[config.mk]
export PLATFORM = sky130hd
export DESIGN_NAME = pipeline_stall_ctrl
export DESIGN_NICKNAME = d
export VERILOG_FILES = /design/src/rtl/pipeline_stall_ctrl_pkg.sv /design/src/rtl/pipeline_stall_ctrl_mdu.sv /design/src/rtl/pipeline_stall_ctrl.sv
export SDC_FILE = /design/constraint.sdc
export NUM_CORES = 1
export LEC_CHECK = 0
export ABC_AREA = 1
export ABC_CLOCK_PERIOD_IN_PS = 1500
export CORE_ASPECT_RATIO = 0.5
export CORE_MARGIN = 8
export CORE_UTILIZATION = 38
export CTS_BUF_LIST = sky130_fd_sc_hd__clkbuf_16
export DETAILED_ROUTE_END_ITERATION = 10
export PLACE_DENSITY = 0.76
export SETUP_SLACK_MARGIN = 0.4
export SLEW_MARGIN = 15
export SYNTH_ARGS = -nofsm -noshare
export SYNTH_HDL_FRONTEND = slang
export SYNTH_SLANG_ARGS = --single-unit
[constraint.sdc]
create_clock -name clk -period 1.5 [get_ports clk]
set_input_delay 0.375 -clock clk [delete_from_list [all_inputs] [get_ports clk]]
set_output_delay 0.375 -clock clk [all_outputs]
set_load 0.01 [all_outputs]
[src/rtl/pipeline_stall_ctrl_pkg.sv]
// Shared types for the pipeline hold/flush scheduler: FSM states, stall causes
// and the packed per-stage enable/flush bundle.
package pipe_ctrl_pkg;

    typedef enum logic {
        ST_RUN,
        ST_IM_WAIT_REDIR
    } state_e;

    typedef enum logic [2:0] {
        CAUSE_NONE,
        CAUSE_DM,
        CAUSE_MDU,
        CAUSE_HAZ,
        CAUSE_REDIR,
        CAUSE_IM
    } cause_e;

    typedef struct packed {
        logic pc_en;
        logic if_id_en;
        logic id_ex_en;
        logic ex_mem_en;
        logic mem_wb_en;
        logic if_id_flush;
        logic id_ex_flush;
        logic ex_mem_flush;
        logic mem_wb_flush;
        logic pc_sel;
    } ctrl_t;

    localparam ctrl_t CTRL_FREE  = ctrl_t'(10'b11111_0000_0);
    localparam ctrl_t CTRL_RESET = ctrl_t'(10'b00000_1111_0);

endpackage

[src/rtl/pipeline_stall_ctrl_mdu.sv]
// Counts the cycles a multi-cycle MDU op has spent in EX; done on the last one.
// The counter only clears at done once EX/MEM really loads, so dm_wait holds done.
module mdu_occupancy_counter #(
    parameter int MDU_LATENCY = 4
) (
    input  logic clk,
    input  logic rst,
    input  logic op,
    input  logic advance,
    output logic busy,
    output logic done
);

    localparam int CW = (MDU_LATENCY > 1) ? $clog2(MDU_LATENCY) : 1;
    localparam logic [CW-1:0] LAST = CW'(MDU_LATENCY - 1);

    logic [CW-1:0] cnt_q;
    logic [CW-1:0] cnt_d;

    always_comb begin
        cnt_d = cnt_q;
        if (!op) begin
            cnt_d = '0;
        end else if (cnt_q < LAST) begin
            cnt_d = cnt_q + CW'(1);
        end else if (advance) begin
            cnt_d = '0;
        end
    end

    always_ff @(posedge clk) begin
        if (rst) begin
            cnt_q <= '0;
        end else begin
            cnt_q <= cnt_d;
        end
    end

    assign busy = op && (cnt_q != LAST);
    assign done = op && (cnt_q == LAST);

endmodule

[src/rtl/pipeline_stall_ctrl.sv]
// Central pipeline hold/flush scheduler: merges hazard, memory-wait and MDU
// occupancy into per-stage enables, bubbles and PC redirect select.
module pipeline_stall_ctrl
    import pipe_ctrl_pkg::*;
#(
    parameter int MDU_LATENCY = 4,
    parameter int XLEN        = 32
) (
    input  logic            clk,
    input  logic            rst,
    input  logic            ld_use_hazard,
    input  logic            branch_stall,
    input  logic            redirect,
    input  logic            redirect_is_branch,
    input  logic [XLEN-1:0] redirect_pc,
    input  logic            im_wait,
    input  logic            dm_wait,
    input  logic            ex_mdu_op,
    output logic            pc_en,
    output logic            if_id_en,
    output logic            id_ex_en,
    output logic            ex_mem_en,
    output logic            mem_wb_en,
    output logic            if_id_flush,
    output logic            id_ex_flush,
    output logic            ex_mem_flush,
    output logic            mem_wb_flush,
    output logic            pc_sel,
    output logic [XLEN-1:0] next_pc_redirect,
    output logic            mdu_done,
    output logic            redirect_pending
);

    state_e          state_q, state_d;
    logic [XLEN-1:0] tgt_q, tgt_d;
    cause_e          cause;
    ctrl_t           ctrl;
    logic            mdu_busy;
    logic            mdu_last;

    mdu_occupancy_counter #(
        .MDU_LATENCY (MDU_LATENCY)
    ) u_mdu_cnt (
        .clk     (clk),
        .rst     (rst),
        .op      (ex_mdu_op),
        .advance (ctrl.ex_mem_en),
        .busy    (mdu_busy),
        .done    (mdu_last)
    );

    always_comb begin
        cause = CAUSE_NONE;
        if (dm_wait) begin
            cause = CAUSE_DM;
        end else if (mdu_busy) begin
            cause = CAUSE_MDU;
        end else if (ld_use_hazard || branch_stall) begin
            cause = CAUSE_HAZ;
        end else if (redirect) begin
            cause = CAUSE_REDIR;
        end else if (im_wait || state_q == ST_IM_WAIT_REDIR) begin
            cause = CAUSE_IM;
        end
    end

    always_comb begin
        ctrl             = CTRL_FREE;
        state_d          = state_q;
        tgt_d            = tgt_q;
        next_pc_redirect = (state_q == ST_IM_WAIT_REDIR) ? tgt_q : redirect_pc;

        case (cause)
            CAUSE_DM: begin
                ctrl.pc_en        = 1'b0;
                ctrl.if_id_en     = 1'b0;
                ctrl.id_ex_en     = 1'b0;
                ctrl.ex_mem_en    = 1'b0;
                ctrl.mem_wb_flush = 1'b1;
            end
            CAUSE_MDU: begin
                ctrl.pc_en        = 1'b0;
                ctrl.if_id_en     = 1'b0;
                ctrl.id_ex_en     = 1'b0;
                ctrl.ex_mem_flush = 1'b1;
            end
            CAUSE_HAZ: begin
                ctrl.pc_en       = 1'b0;
                ctrl.if_id_en    = 1'b0;
                ctrl.id_ex_flush = 1'b1;
            end
            CAUSE_REDIR: begin
                // JAL/JALR keep their ID/EX slot so the link register is written
                ctrl.pc_sel      = 1'b1;
                ctrl.if_id_flush = 1'b1;
                ctrl.id_ex_flush = redirect_is_branch;
                next_pc_redirect = redirect_pc;
                tgt_d            = redirect_pc;
                if (im_wait) begin
                    ctrl.pc_en = 1'b0;
                    state_d    = ST_IM_WAIT_REDIR;
                end else begin
                    state_d    = ST_RUN;
                end
            end
            CAUSE_IM: begin
                ctrl.if_id_flush = 1'b1;
                if (state_q == ST_IM_WAIT_REDIR && !im_wait) begin
                    ctrl.pc_sel = 1'b1;
                    state_d     = ST_RUN;
                end else begin
                    ctrl.pc_en  = 1'b0;
                end
            end
            default: ;
        endcase

        if (rst) begin
            ctrl = CTRL_RESET;
        end
    end

    always_ff @(posedge clk) begin
        if (rst) begin
            state_q <= ST_RUN;
            tgt_q   <= '0;
        end else begin
            state_q <= state_d;
            tgt_q   <= tgt_d;
        end
    end

    assign pc_en            = ctrl.pc_en;
    assign if_id_en         = ctrl.if_id_en;
    assign id_ex_en         = ctrl.id_ex_en;
    assign ex_mem_en        = ctrl.ex_mem_en;
    assign mem_wb_en        = ctrl.mem_wb_en;
    assign if_id_flush      = ctrl.if_id_flush;
    assign id_ex_flush      = ctrl.id_ex_flush;
    assign ex_mem_flush     = ctrl.ex_mem_flush;
    assign mem_wb_flush     = ctrl.mem_wb_flush;
    assign pc_sel           = ctrl.pc_sel;
    assign mdu_done         = mdu_last && !rst;
    assign redirect_pending = (state_q == ST_IM_WAIT_REDIR) && !rst;

endmodule

Yosys cells after proc, flatten, opt, wreduce, memory -nomap -nowiden
Cells that the tools add are included.
{ "totals": {"word_cells": 54, "output_inout_bits": 44, "regBits": 35} }
{ "classes": {"n_eq_ne": 8, "n_addsub": 1, "reduce_logical": 16, "order_cmp": 1, "bitwise": 1, "n_mux": 24} }
{ "op_table": {"columns": ["cell", "n"], "rows": [
  ["$mux 32", 2],
  ["$mux 3", 5],
  ["$mux 1", 10],
  ["$mux 10", 1],
  ["$eq 3x2->1 const B", 2],
  ["$eq 3x3->1 const B", 2],
  ["$pmux 1 s2", 3],
  ["$reduce_or 2->1", 3],
  ["$logic_and 1x1->1", 5],
  ["$mux 2", 2],
  ["$ne 2x2->1 const B", 2],
  ["$reduce_bool 2->1", 2],
  ["$eq 3x1->1 const B", 1],
  ["$pmux 1 s3", 1],
  ["$reduce_or 3->1", 1],
  ["$add 2x1->2 const B", 1],
  ["$eq 2x2->1 const B", 1],
  ["$logic_not 1->1", 2],
  ["$logic_or 1x1->1", 2],
  ["$lt 2x2->1 const B", 1],
  ["$reduce_and 2->1", 1],
  ["$not 1->1", 1]
]} }

Longest topological paths before layout
Gate-level depths: netlist of the first run.
{ "logic_depth": {"ltp_word": 12, "ltp_mapped": 9, "depth_no_buf": 8} }

Hierarchy
Synthesis of the first run repeated with hierarchy kept, for this count alone.
{ "unflattened": {"hier_cells": 306, "area_unflattened_um2": 1920.6} }
{ "by_module_without_submodules": {"columns": ["mod", "seq_area_each_um2", "cells_per_inst", "instances", "area_each_um2"], "rows": [
  ["pipeline_stall_ctrl", 660.6, 285, 1, 1791.7],
  ["mdu_occupancy_counter", 40.0, 21, 1, 128.9]
]} }

Least setup slack after synthesis of the first run
Ideal clock, no wire load.
{ "synth_path": {"path_type": "register to output", "from": "register u_mdu_cnt.cnt_q[0]", "to": "output next_pc_redirect[17]", "arrival_time_ns": 1.298, "path_slack_ns": -0.173, "stages_incl_launch_ff": 8, "required_ns": 1.125, "cell_sequence": "dfxtp_1 -> ha_1 -> inv_2 -> nand2_4 -> nand4_4 -> nand2_2 -> clkbuf_4 -> o21ai_0"} }
{ "synth_via": {"elab_chain_len": 6} }
{ "synth_rtl": {"columns": ["item", "line_no", "text"], "rows": [
  ["start: declaration", "pipeline_stall_ctrl_mdu.sv:17", "logic [CW-1:0] cnt_q;"],
  ["start signal: assignment", "pipeline_stall_ctrl_mdu.sv:35", "cnt_q <= cnt_d;"],
  ["$ne 2x2->1", "pipeline_stall_ctrl_mdu.sv:39", "assign busy = op && (cnt_q != LAST);"],
  ["$logic_and 1x1->1", "pipeline_stall_ctrl_mdu.sv:39", null],
  ["$mux 3", "pipeline_stall_ctrl.sv:56", "end else if (mdu_busy) begin"],
  ["$mux 3", "pipeline_stall_ctrl.sv:54", "if (dm_wait) begin"],
  ["$eq 3x3->1", "pipeline_stall_ctrl.sv:73", "case (cause)"],
  ["$mux 32", "pipeline_stall_ctrl.sv:73", null],
  ["end: declaration", "pipeline_stall_ctrl.sv:29", "output logic [XLEN-1:0] next_pc_redirect,"]
]} }
No other way between the ends.

Worst setup path in the final report of the first run
{ "layout_path": {"from": "register u_mdu_cnt.cnt_q[0]", "to": "output next_pc_redirect[31]"} }
Same word-level chain as after synthesis.

==> results of run 1 <==
==> layer usage <==
| metal | track usage | share of wire |
|---|---|---|
| met5 | 0 | 0 |
| met3 | 0.04216 | 0.052 |
| met2 | 0.3915 | 0.53 |
| met1 | 0.2009 | 0.37 |
| met4 | 0.1027 | 0.049 |
==> through the flow <==
step	power, uW	area (um2)	hold WS, ns	setup slack (ns)	util
floorplan	1199	2083	0.4298	-0.07047	-
global placement	1502	3129	0.4533	-1.008	0.6316
detailed placement	1519	3129	0.4545	-1.042	0.6316
CTS	2566	3690	0.4602	-0.5883	0.7447
global route	2781	3960	0.4979	-0.7305	0.7992
finish	2700	3960	0.4716	-0.6818	0.7992
==> path summary, 6_finish.rpt <==
kind                                    from                      to  slack [ns]
max          u_mdu_cnt.cnt_q[0]$_SDFFE_PP0P_    next_pc_redirect[31]       -0.68
min                   tgt_q[24]$_SDFFE_PP0P_  tgt_q[24]$_SDFFE_PP0P_        0.47
max reg2reg  u_mdu_cnt.cnt_q[0]$_SDFFE_PP0P_   tgt_q[0]$_SDFFE_PP0P_       -0.42
min reg2reg           tgt_q[24]$_SDFFE_PP0P_  tgt_q[24]$_SDFFE_PP0P_        0.47
==> cells in the mapped netlist <==
cell type	instances
o21ai_1	2
inv_2	2
buf_2	2
ha_1	1
nand2_2	11
buf_6	9
clkbuf_1	5
nor2_1	11
nor3_1	2
buf_12	1
o21ai_2	28
nand4_4	1
nand4_1	2
nand2_1	33
a21oi_1	36
nand3_1	4
dfxtp_1	35
inv_1	43
clkbuf_4	1
nand2_4	1
o21ai_0	36
==> area by class of cell <==
type,instances,area (um2),area share
clock buffers,5,125.1,0.03160
repair buffers,150,1514,0.3823
multi-input cells,168,1336,0.3374
inverters,45,173.9,0.04392
clock inverters,3,16.27,0.004107
well taps,70,87.58,0.02212
flip-flops and latches,35,706.9,0.1785
==> power by group through the flow <==
stage	Combinational, uW	Clock, uW	Sequential [uW]
3_5_place_dp	538	0	980
3_3_place_gp	522	0	980
5_1_grt	706	1110	961
4_1_cts	592	1010	959
6_report	673	1070	960
2_1_floorplan	220	0	979
==> state kept, by name (all words and copies together), names as in the netlist <==
name and cells:
u_mdu_cnt.cnt_q 2, tgt_q 32, state_q 1
==> worst register-to-register path, delay by kind of cell, from the launching register on <==
kind | cells | cell delay (ns)
AO/OA/AOI/OAI | 2 | 0.21
adder cells (fa/ha/maj) | 1 | 0.15
buffers and inverters | 6 | 0.87
flip-flops | 1 | 0.35
AND/OR/NAND/NOR | 2 | 0.21
==> repair_timing <==
item | CTS | global route
pin swaps | 7 | 3
cloned | 7 | 1
buffers inserted | 18 | 6
endpoints found under the hold margin | 0 | 0
hold buffers | 0 | 0
endpoints found under the setup margin | 79 | 78
resized for setup | 306 | 39
==> cell families (layout without fill, tap and decap cells) <==
logic type | after synthesis | in the layout | share of synthesized area
flip-flops | 35 | 35 | 0.3567
AO/OA/AOI/OAI | 102 | 102 | 0.3134
adder cells (fa/ha/maj) | 1 | 1 | 0.006368
buffers and inverters | 63 | 203 | 0.1662
AND/OR/NAND/NOR | 65 | 65 | 0.1573
==> run_results.csv, run 1 <==
group,metric,value,unit
run_status,run_status,"finished with violations",
run_status,failed_checks,"negative setup slack",
setup_path,r2r_depth,11,
power_and_ir_drop,seqPwrFrac,0.356,
yosys,synth-warning-count,0,
route,routed_via_density,5.282,
worst_hold_path,worst_hold_path_type,"reg2reg",
timing,timing_limited_maximum_frequency,0.4583,GHz
timing,period_minus_slack,2.182,ns
setup_path,worstSetupEndpointType,"primary output",
setup_path,crit_arrival,1.81,ns
route,pre_repair_dr_iteration_count,4,
layout,syn2layout_area_growth,101.6,%
layout,layout.cells.most_common,"o21ai_2",
timing,setup_total_negative_slack,-34.26,ns
timing,worst_slew_pin_slew,0.3403,ns
setup_path,path_buf_inv,4,
yosys,netlist_top_cells_area,"dfxtp_1 (36%), o21ai_2 (12%), a21oi_1 (9.2%)",
timing,setup_viol_count_final,71,
route,drt-total-wl,9.419,mm
clock_tree,max-clock-path-buffers,2,
yosys,synthesis.nets,308,
die,floorplan.die.height,66.84,um
setup_path,critical-path-top-delay-family,"buffers and inverters",
clock_tree,cts_tree,"done",
yosys,synth_sequential_area_ratio,0.3567,
clock_tree,ctsRootBufferMaster,"clkbuf_16",
setup_path,cpPeakStageDelay,0.35,ns
power_and_ir_drop,p_leak,0.001698,uW
placement,dpl.hpwl,4.567,mm
setup_path,path_cells,"ha_4 -> inv_4 -> nand2_4 -> nand4_4 -> nand2_4 -> buf_4 -> buf_16 -> nand2_1 -> o21ai_2 -> buf_2",
die,core-area,4955,um2
setup_path,timing.setup.critical_path_class,"reg2out",
timing,timing_hold_violations_final,0,
timing,final.setup_skew,0.004976,ns
clock_tree,cts.clk_slew.worst_paths,0.06,ns
die,fp.dieW,117.7,um
grt,grt_pass1_vias,2495,
setup_path,timing.critical_path.depth,10,
power_and_ir_drop,power.density,681.9,nW/um2
yosys,postSynthRegisterBits,35,
layout,final_cell_count_no_fill,476,
layout,share_of_final_layout_standard_cells_stronger_than_drive_strength_1,0.5961,
setup_path,required,1.12,ns
worst_hold_path,whs_path_cells,2,
power_and_ir_drop,ir_drop,0.4780,mV
timing,grt_setup_unrepaired,"yes",
power_and_ir_drop,power.switching,802.6,uW
flow_run,maxCapViolations,0,
placement,placedCellCount,436,
yosys,post-synth-top-area-cell,"dfxtp_1",
die,boundaryPins,85,
route,routedWlPerCell,19.79,um
clock_tree,clock_buffers_created_by_tritoncts,5,
power_and_ir_drop,pwr-share-comb,0.249,
grt,grt_util_all_layers,0.1985,
route,initialDrtViolationCount,125,
setup_path,cpMaxStageDelayCell,"dfxtp_2",
yosys,postSynthCellCount,266,
die,row_count,18,
setup_path,crit_path_max_fanout,10,
timing,drv_slew,0,
route,vias,2514,
timing,period_share,1.455,
yosys,post-synth-top-area-fraction,0.3567,
power_and_ir_drop,switching_power_share_of_the_total,0.2972,
grt,globalRoute.totalOverflow,0,
setup_path,worstSetupStartpointType,"flip-flop",
layout,num_antenna_cells,0,
placement,numPortBuffers,84,
yosys,ys_types,21,
grt,grt_start_max_net_pins,31,
clock_tree,numClockSinks,35,
layout,design.final.nets,447,
timing,final.setup.worst_slack,-0.6818,ns
power_and_ir_drop,p_int,1898,uW
layout,fillerInstances,289,
grt,initial_antenna_violation_count,0,
die,initial_utilization,0.3965,
grt,grt_first_pass_wirelength,12.38,mm
route,postRouteAntennaNets,0,
clock_tree,worstSkewPairLatency,0.30,ns
setup_path,cp_common_cell,"nand2_4",
timing,slew_hr,0.7731,
layout,layout.cells.most_common_list,"o21ai_2 (52), inv_1 (39), buf_2 (34)",
yosys,synthesis.area,1964,um2
placement,routability_congestion_estimate_from_global_placement,0.7814,
clock_tree,htree_levels,2,
route,drc,0,
power_and_ir_drop,share_of_power_burned_in_the_clock_network,0.395,
yosys,syn-mean-instance-area,7.385,um2
die,die_area,7866,um2
Power figures use the tool's default switching activity.
==> run 2: changes to the inputs <==
--- a/config.mk
+++ b/config.mk
@@ -9,11 +9,13 @@
 export ABC_CLOCK_PERIOD_IN_PS = 1500
 export CORE_ASPECT_RATIO = 0.5
 export CORE_MARGIN = 8
-export CORE_UTILIZATION = 38
+export CORE_UTILIZATION = 55
 export CTS_BUF_LIST = sky130_fd_sc_hd__clkbuf_16
 export DETAILED_ROUTE_END_ITERATION = 10
-export PLACE_DENSITY = 0.76
+export DONT_BUFFER_PORTS = 1
+export PLACE_DENSITY = 0.73
 export SETUP_SLACK_MARGIN = 0.4
+export SKIP_CTS_REPAIR_TIMING = 1
 export SLEW_MARGIN = 15
 export SYNTH_ARGS = -nofsm -noshare
 export SYNTH_HDL_FRONTEND = slang
==> run_results.csv, run 2 (synthesis gave the netlist of run 1 again) <==
group,metric,value,unit
layout,ff_latch_area,706.9,um2
clock_tree,clock_buffers_created_by_tritoncts,5,
layout,num_antenna_cells,0,
timing,grt_setup_unrepaired,"yes",
power_and_ir_drop,power.density,914.1,nW/um2
setup_path,cpPeakStageDelay,0.33,ns
layout,max_ffs_per_register,32,
die,initial_utilization,0.5719,
grt,initial_antenna_violation_count,0,
clock_tree,htree_levels,2,
route,pre_repair_dr_iteration_count,4,
layout,layout.cells.most_common,"inv_1",
timing,timing_limited_maximum_frequency,0.5359,GHz
power_and_ir_drop,ir_drop,0.6625,mV
grt,grt_pass1_vias,1673,
grt,grt_util_all_layers,0.1583,
timing,timing_hold_violations_final,0,
timing,setup_viol_count_final,40,
grt,grt_start_max_net_pins,37,
clock_tree,ctsRootBufferMaster,"clkbuf_16",
timing,drv_slew,0,
placement,dpl.hpwl,3.472,mm
timing,slew_hr,0.8589,
timing,period_share,1.244,
setup_path,worst_setup_path_startpoint,"u_mdu_cnt.cnt_q[0]$_SDFFE_PP0P_",
layout,share_of_final_layout_standard_cells_stronger_than_drive_strength_1,0.4057,
layout,fillerInstances,231,
clock_tree,max-clock-path-buffers,2,
layout,post-route-cell-area,2639,um2
route,drc,0,
timing,final.setup_skew,0.003923,ns
timing,worst_slew_pin_slew,0.2108,ns
worst_hold_path,worst_hold_path_type,"in2reg",
placement,numPortBuffers,0,
setup_path,worstSetupStartpointType,"flip-flop",
layout,multiInputGateArea,1210,um2
timing,setup_total_negative_slack,-12.43,ns
layout,largest_register,"tgt_q",
clock_tree,cts.clk_slew.worst_paths,0.05,ns
timing,final.setup.worst_slack,-0.3660,ns
grt,grt_first_pass_wirelength,7.541,mm
route,drt-total-wl,5.042,mm
route,initialDrtViolationCount,96,
setup_path,required,1.12,ns
setup_path,critical-path-top-delay-family,"flip-flops",
power_and_ir_drop,design_power_total,2412,uW
clock_tree,cts_tree,"done",
die,row_count,15,
setup_path,crit_arrival,1.49,ns
run_status,run_status,"finished with violations",
route,vias,1759,
run_status,failed_checks,"negative setup slack",
worst_hold_path,whs_path_cells,1,
die,fp.dieW,100.5,um
grt,globalRoute.totalOverflow,0,
layout,syn2layout_area_growth,34.33,%
setup_path,crit_path_max_fanout,12,
placement,routability_congestion_estimate_from_global_placement,0.6919,
layout,layout.cells.most_common_list,"inv_1 (38), a21oi_1 (34), dfxtp_1 (32)",
route,postRouteAntennaNets,0,
placement,placedInstanceArea,2130,um2
route,routed_via_density,5.298,
timing,period_minus_slack,1.866,ns
setup_path,r2r_depth,8,
layout,design.final.nets,322,
setup_path,worstSetupEndpointType,"primary output",
setup_path,path_buf_inv,2,
die,die_area,5856,um2
layout,layout_utilization,0.7683,
flow_run,maxCapViolations,0,
clock_tree,worstSkewPairLatency,0.27,ns
setup_path,cpMaxStageDelayCell,"dfxtp_2",
layout,reg_top3,"tgt_q: 32 flops, u_mdu_cnt.cnt_q: 2 flops, state_q: 1 flops",
power_and_ir_drop,p_leak,0.001006,uW
clock_tree,numClockSinks,35,
setup_path,path_cells,"ha_4 -> inv_4 -> nand2_4 -> nand4_4 -> nand2_8 -> clkbuf_16 -> o21ai_2",
placement,placement.setup.worst_slack,-0.1286,ns
die,boundaryPins,85,
setup_path,rr_startpoint,"u_mdu_cnt.cnt_q[1]$_SDFFE_PP0P_",
die,floorplan.die.height,58.26,um
die,core-area,3435,um2
setup_path,timing.setup.critical_path_class,"reg2out",
route,routedWlPerCell,15.19,um
worst_hold_path,hold_start,"rst",
setup_path,timing.critical_path.depth,7,
-- run 2: cell types whose count changed in the layout (fill, tap and decap cells not counted), sizes merged --
cell,change
clkinv,+1
clkbuf,+2
clkdlybuf4s50,-33
buf,-87
clkdlybuf4s15,-1
inv,-2
bufbuf,-2
dlygate4sd2,-4
bufinv,+1
-- run 2: layout make-up --
type | count | share of cell area
Timing Repair Buffer | 25 | 0.1200
Inverter | 45 | 0.06733
Clock inverter | 3 | 0.01470
Clock buffer | 5 | 0.04742
Sequential cell | 35 | 0.2679
Tap cell | 51 | 0.02418
Multi-Input combinational cell | 168 | 0.4585
-- run 2: worst reg2reg max path, delay by kind of cell (launching register included) --
| kind | cells | cell delay, ns |
|---|---|---|
| AO/OA/AOI/OAI | 2 | 0.24 |
| flip-flops | 1 | 0.35 |
| buffers and inverters | 3 | 0.43 |
| adder cells (fa/ha/maj) | 1 | 0.15 |
| AND/OR/NAND/NOR | 2 | 0.20 |
-- run 2: per-layer routing --
layer / routed length (um) / up-vias / share of wire / track usage
met4: 27 / 0 / 0.0054 / 0.04468
met3: 483 / 2 / 0.096 / 0.08353
li1: - / 896 / - / -
met5: 0 / - / 0 / 0
met2: 2544 / 53 / 0.50 / 0.2797
met1: 1987 / 808 / 0.39 / 0.1609
-- run 2: path summary, 6_finish.rpt --
| kind | endpoint | slack [ns] |
|---|---|---|
| worst max-delay path | next_pc_redirect[31] | -0.37 |
| worst min-delay path | state_q$_SDFFE_PP0P_ | 0.15 |
| worst max register to register | tgt_q[22]$_SDFFE_PP0P_ | 0.03 |
| worst min register to register | tgt_q[6]$_SDFFE_PP0P_ | 0.47 |
-- run 2: through the flow --
stage                     instances  hold WS [ns]
after floorplan                 266        0.4298
after global placement          315        0.4436
after detailed placement        315        0.4494
after CTS                       323        0.1656
after global routing            332        0.1396
final                           332        0.1521
-- run 2: power breakdown --
part           leakage (uW)  internal [uW]  switching, uW
registers          0.000285            951           7.79
logic              0.000640            127            188
clock network     0.0000812            774            364
total               0.00101           1850            560
==> run 3: changes to the inputs <==
--- a/config.mk
+++ b/config.mk
@@ -9,11 +9,10 @@
 export ABC_CLOCK_PERIOD_IN_PS = 1500
 export CORE_ASPECT_RATIO = 0.5
 export CORE_MARGIN = 8
-export CORE_UTILIZATION = 55
+export CORE_UTILIZATION = 45
 export CTS_BUF_LIST = sky130_fd_sc_hd__clkbuf_16
 export DETAILED_ROUTE_END_ITERATION = 10
 export DONT_BUFFER_PORTS = 1
-export PLACE_DENSITY = 0.73
 export SETUP_SLACK_MARGIN = 0.4
 export SKIP_CTS_REPAIR_TIMING = 1
 export SLEW_MARGIN = 15
==> run_results.csv, run 3 (synthesis gave the netlist of run 1 again) <==
group,metric,value,unit
run_status,run_status,"finished with violations",
run_status,failed_checks,"negative setup slack",
clock_tree,clock_buffers_created_by_tritoncts,5,
clock_tree,worstSkewPairLatency,0.27,ns
timing,grt_setup_unrepaired,"yes",
timing,setup_viol_count_final,39,
die,core-area,4297,um2
layout,share_of_final_layout_standard_cells_stronger_than_drive_strength_1,0.3957,
route,drc,0,
setup_path,crit_path_max_fanout,14,
route,initialDrtViolationCount,78,
layout,num_antenna_cells,0,
layout,layout.cells.most_common_list,"inv_1 (41), a21oi_1 (35), dfxtp_1 (32)",
layout,reg_top3,"tgt_q: 32 flops, u_mdu_cnt.cnt_q: 2 flops, state_q: 1 flops",
timing,slew_hr,0.8640,
layout,design.final.nets,319,
die,initial_utilization,0.4572,
timing,timing_hold_violations_final,0,
timing,worst_slew_pin_slew,0.2040,ns
placement,placedCellCount,323,
clock_tree,cts.clk_slew.worst_paths,0.05,ns
route,pre_repair_dr_iteration_count,4,
timing,final.setup_skew,0.002611,ns
layout,fillerInstances,381,
layout,final_cell_count_no_fill,335,
timing,final.setup.worst_slack,-0.3620,ns
route,routedWlPerCell,15.28,um
clock_tree,cts_tree,"done",
route,routed_via_density,5.215,
route,vias,1747,
timing,period_minus_slack,1.862,ns
layout,max_ffs_per_register,32,
route,postRouteAntennaNets,0,
route,drt-total-wl,5.119,mm
layout,syn2layout_area_growth,35.48,%
layout,ff_latch_area,706.9,um2
die,floorplan.die.height,62.72,um
placement,routability_congestion_estimate_from_global_placement,0.8288,
placement,dpl.hpwl,3.533,mm
clock_tree,htree_levels,2,
clock_tree,ctsRootBufferMaster,"clkbuf_16",
timing,period_share,1.241,
grt,met2_usage_in_global_routing,0.2138,
timing,setup_total_negative_slack,-12.50,ns
grt,groute.layer.met1.usage,0.1508,
layout,multiInputGateArea,1290,um2
worst_hold_path,worst_hold_path_type,"in2reg",
timing,drv_slew,0,
clock_tree,max-clock-path-buffers,2,
power_and_ir_drop,p_leak,0.0009924,uW
grt,grt_start_max_net_pins,37,
timing,timing_limited_maximum_frequency,0.5371,GHz
flow_run,maxCapViolations,0,
layout,largest_register,"tgt_q",
power_and_ir_drop,ir_drop,0.3772,mV
setup_path,timing.setup.critical_path_class,"reg2out",
layout,layout_utilization,0.6194,
setup_path,crit_arrival,1.49,ns
setup_path,worstSetupStartpointType,"flip-flop",
grt,grt_pass1_vias,1639,
die,row_count,17,
clock_tree,numClockSinks,35,
power_and_ir_drop,design_power_total,2230,uW
grt,grt_util_met3,0.06790,
setup_path,required,1.12,ns
power_and_ir_drop,power.density,837.7,nW/um2
grt,grt_first_pass_wirelength,7.479,mm
die,fp.dieW,109.4,um
grt,global_route.peak_usage_layer,"met2",
die,die_area,6864,um2
layout,layout.cells.most_common,"inv_1",
die,boundaryPins,85,
setup_path,worstSetupEndpointType,"primary output",
grt,globalRoute.totalOverflow,0,
placement,numPortBuffers,0,
grt,initial_antenna_violation_count,0,
grt,grt_util_all_layers,0.1309,
[run 3: cell types whose count changed in the layout (fill, tap and decap cells not counted), moves of 2 or more]
cell,previous run,this run
o21ai_4,14,22
o21ai_2,19,11
inv_1,38,41
nand2_1,18,16
buf_4,13,11
o21ai_1,18,20
o21ai_0,15,13
nand2_4,2,8
nand2_2,24,20
[run 3: power breakdown]
group          switching (uW)  internal (uW)
clock network             348            599
registers                7.67            952
logic                     193            130
[run 3: layout make-up]
cell class              instances  area share
clock buffers                   5     0.04701
clock inverters                 3    0.004701
inverters                      45     0.06676
multi-input cells             168      0.4847
flip-flops and latches         35      0.2656
well taps                      57     0.02680
repair buffers                 22      0.1044
[run 3: worst paths after layout]
path                                                       from                endpoint  slack (ns)  depth (start not counted)
worst max-delay path            u_mdu_cnt.cnt_q[1]$_SDFFE_PP0P_     next_pc_redirect[1]       -0.36                          7
worst min-delay path                                        rst    state_q$_SDFFE_PP0P_        0.16                          1
worst max register to register  u_mdu_cnt.cnt_q[1]$_SDFFE_PP0P_   tgt_q[1]$_SDFFE_PP0P_        0.04                          8
worst min register to register           tgt_q[20]$_SDFFE_PP0P_  tgt_q[20]$_SDFFE_PP0P_        0.47                          2
[run 3: critical path, cell delays in order, from the launching register on]
cell,delay [ns]
dfxtp_2,0.33
ha_4,0.17
inv_4,0.06
nand2_4,0.06
nand4_4,0.09
nand2_8,0.11
clkbuf_16,0.23
o21ai_4,0.18
[run 3: stage by stage]
| step | hold slack (ns) | worst slack, ns | cell area [um2] |
|---|---|---|---|
| 2_1_floorplan | 0.4298 | -0.07047 | 2083 |
| 4_1_cts | 0.1641 | -0.4397 | 2290 |
| 6_report | 0.1614 | -0.3620 | 2661 |
| 3_3_place_gp | 0.4459 | -0.1007 | 2152 |
| 3_5_place_dp | 0.4483 | -0.1497 | 2152 |
| 5_1_grt | 0.1519 | -0.4250 | 2661 |
[run 3: metal layers]
| layer | share of wire | vias up | wire, um |
|---|---|---|---|
| li1 | - | 885 | - |
| met1 | 0.42 | 806 | 2129 |
| met2 | 0.48 | 54 | 2452 |
| met3 | 0.10 | 2 | 524 |
| met4 | 0.0023 | 0 | 12 |
| met5 | 0 | - | 0 |
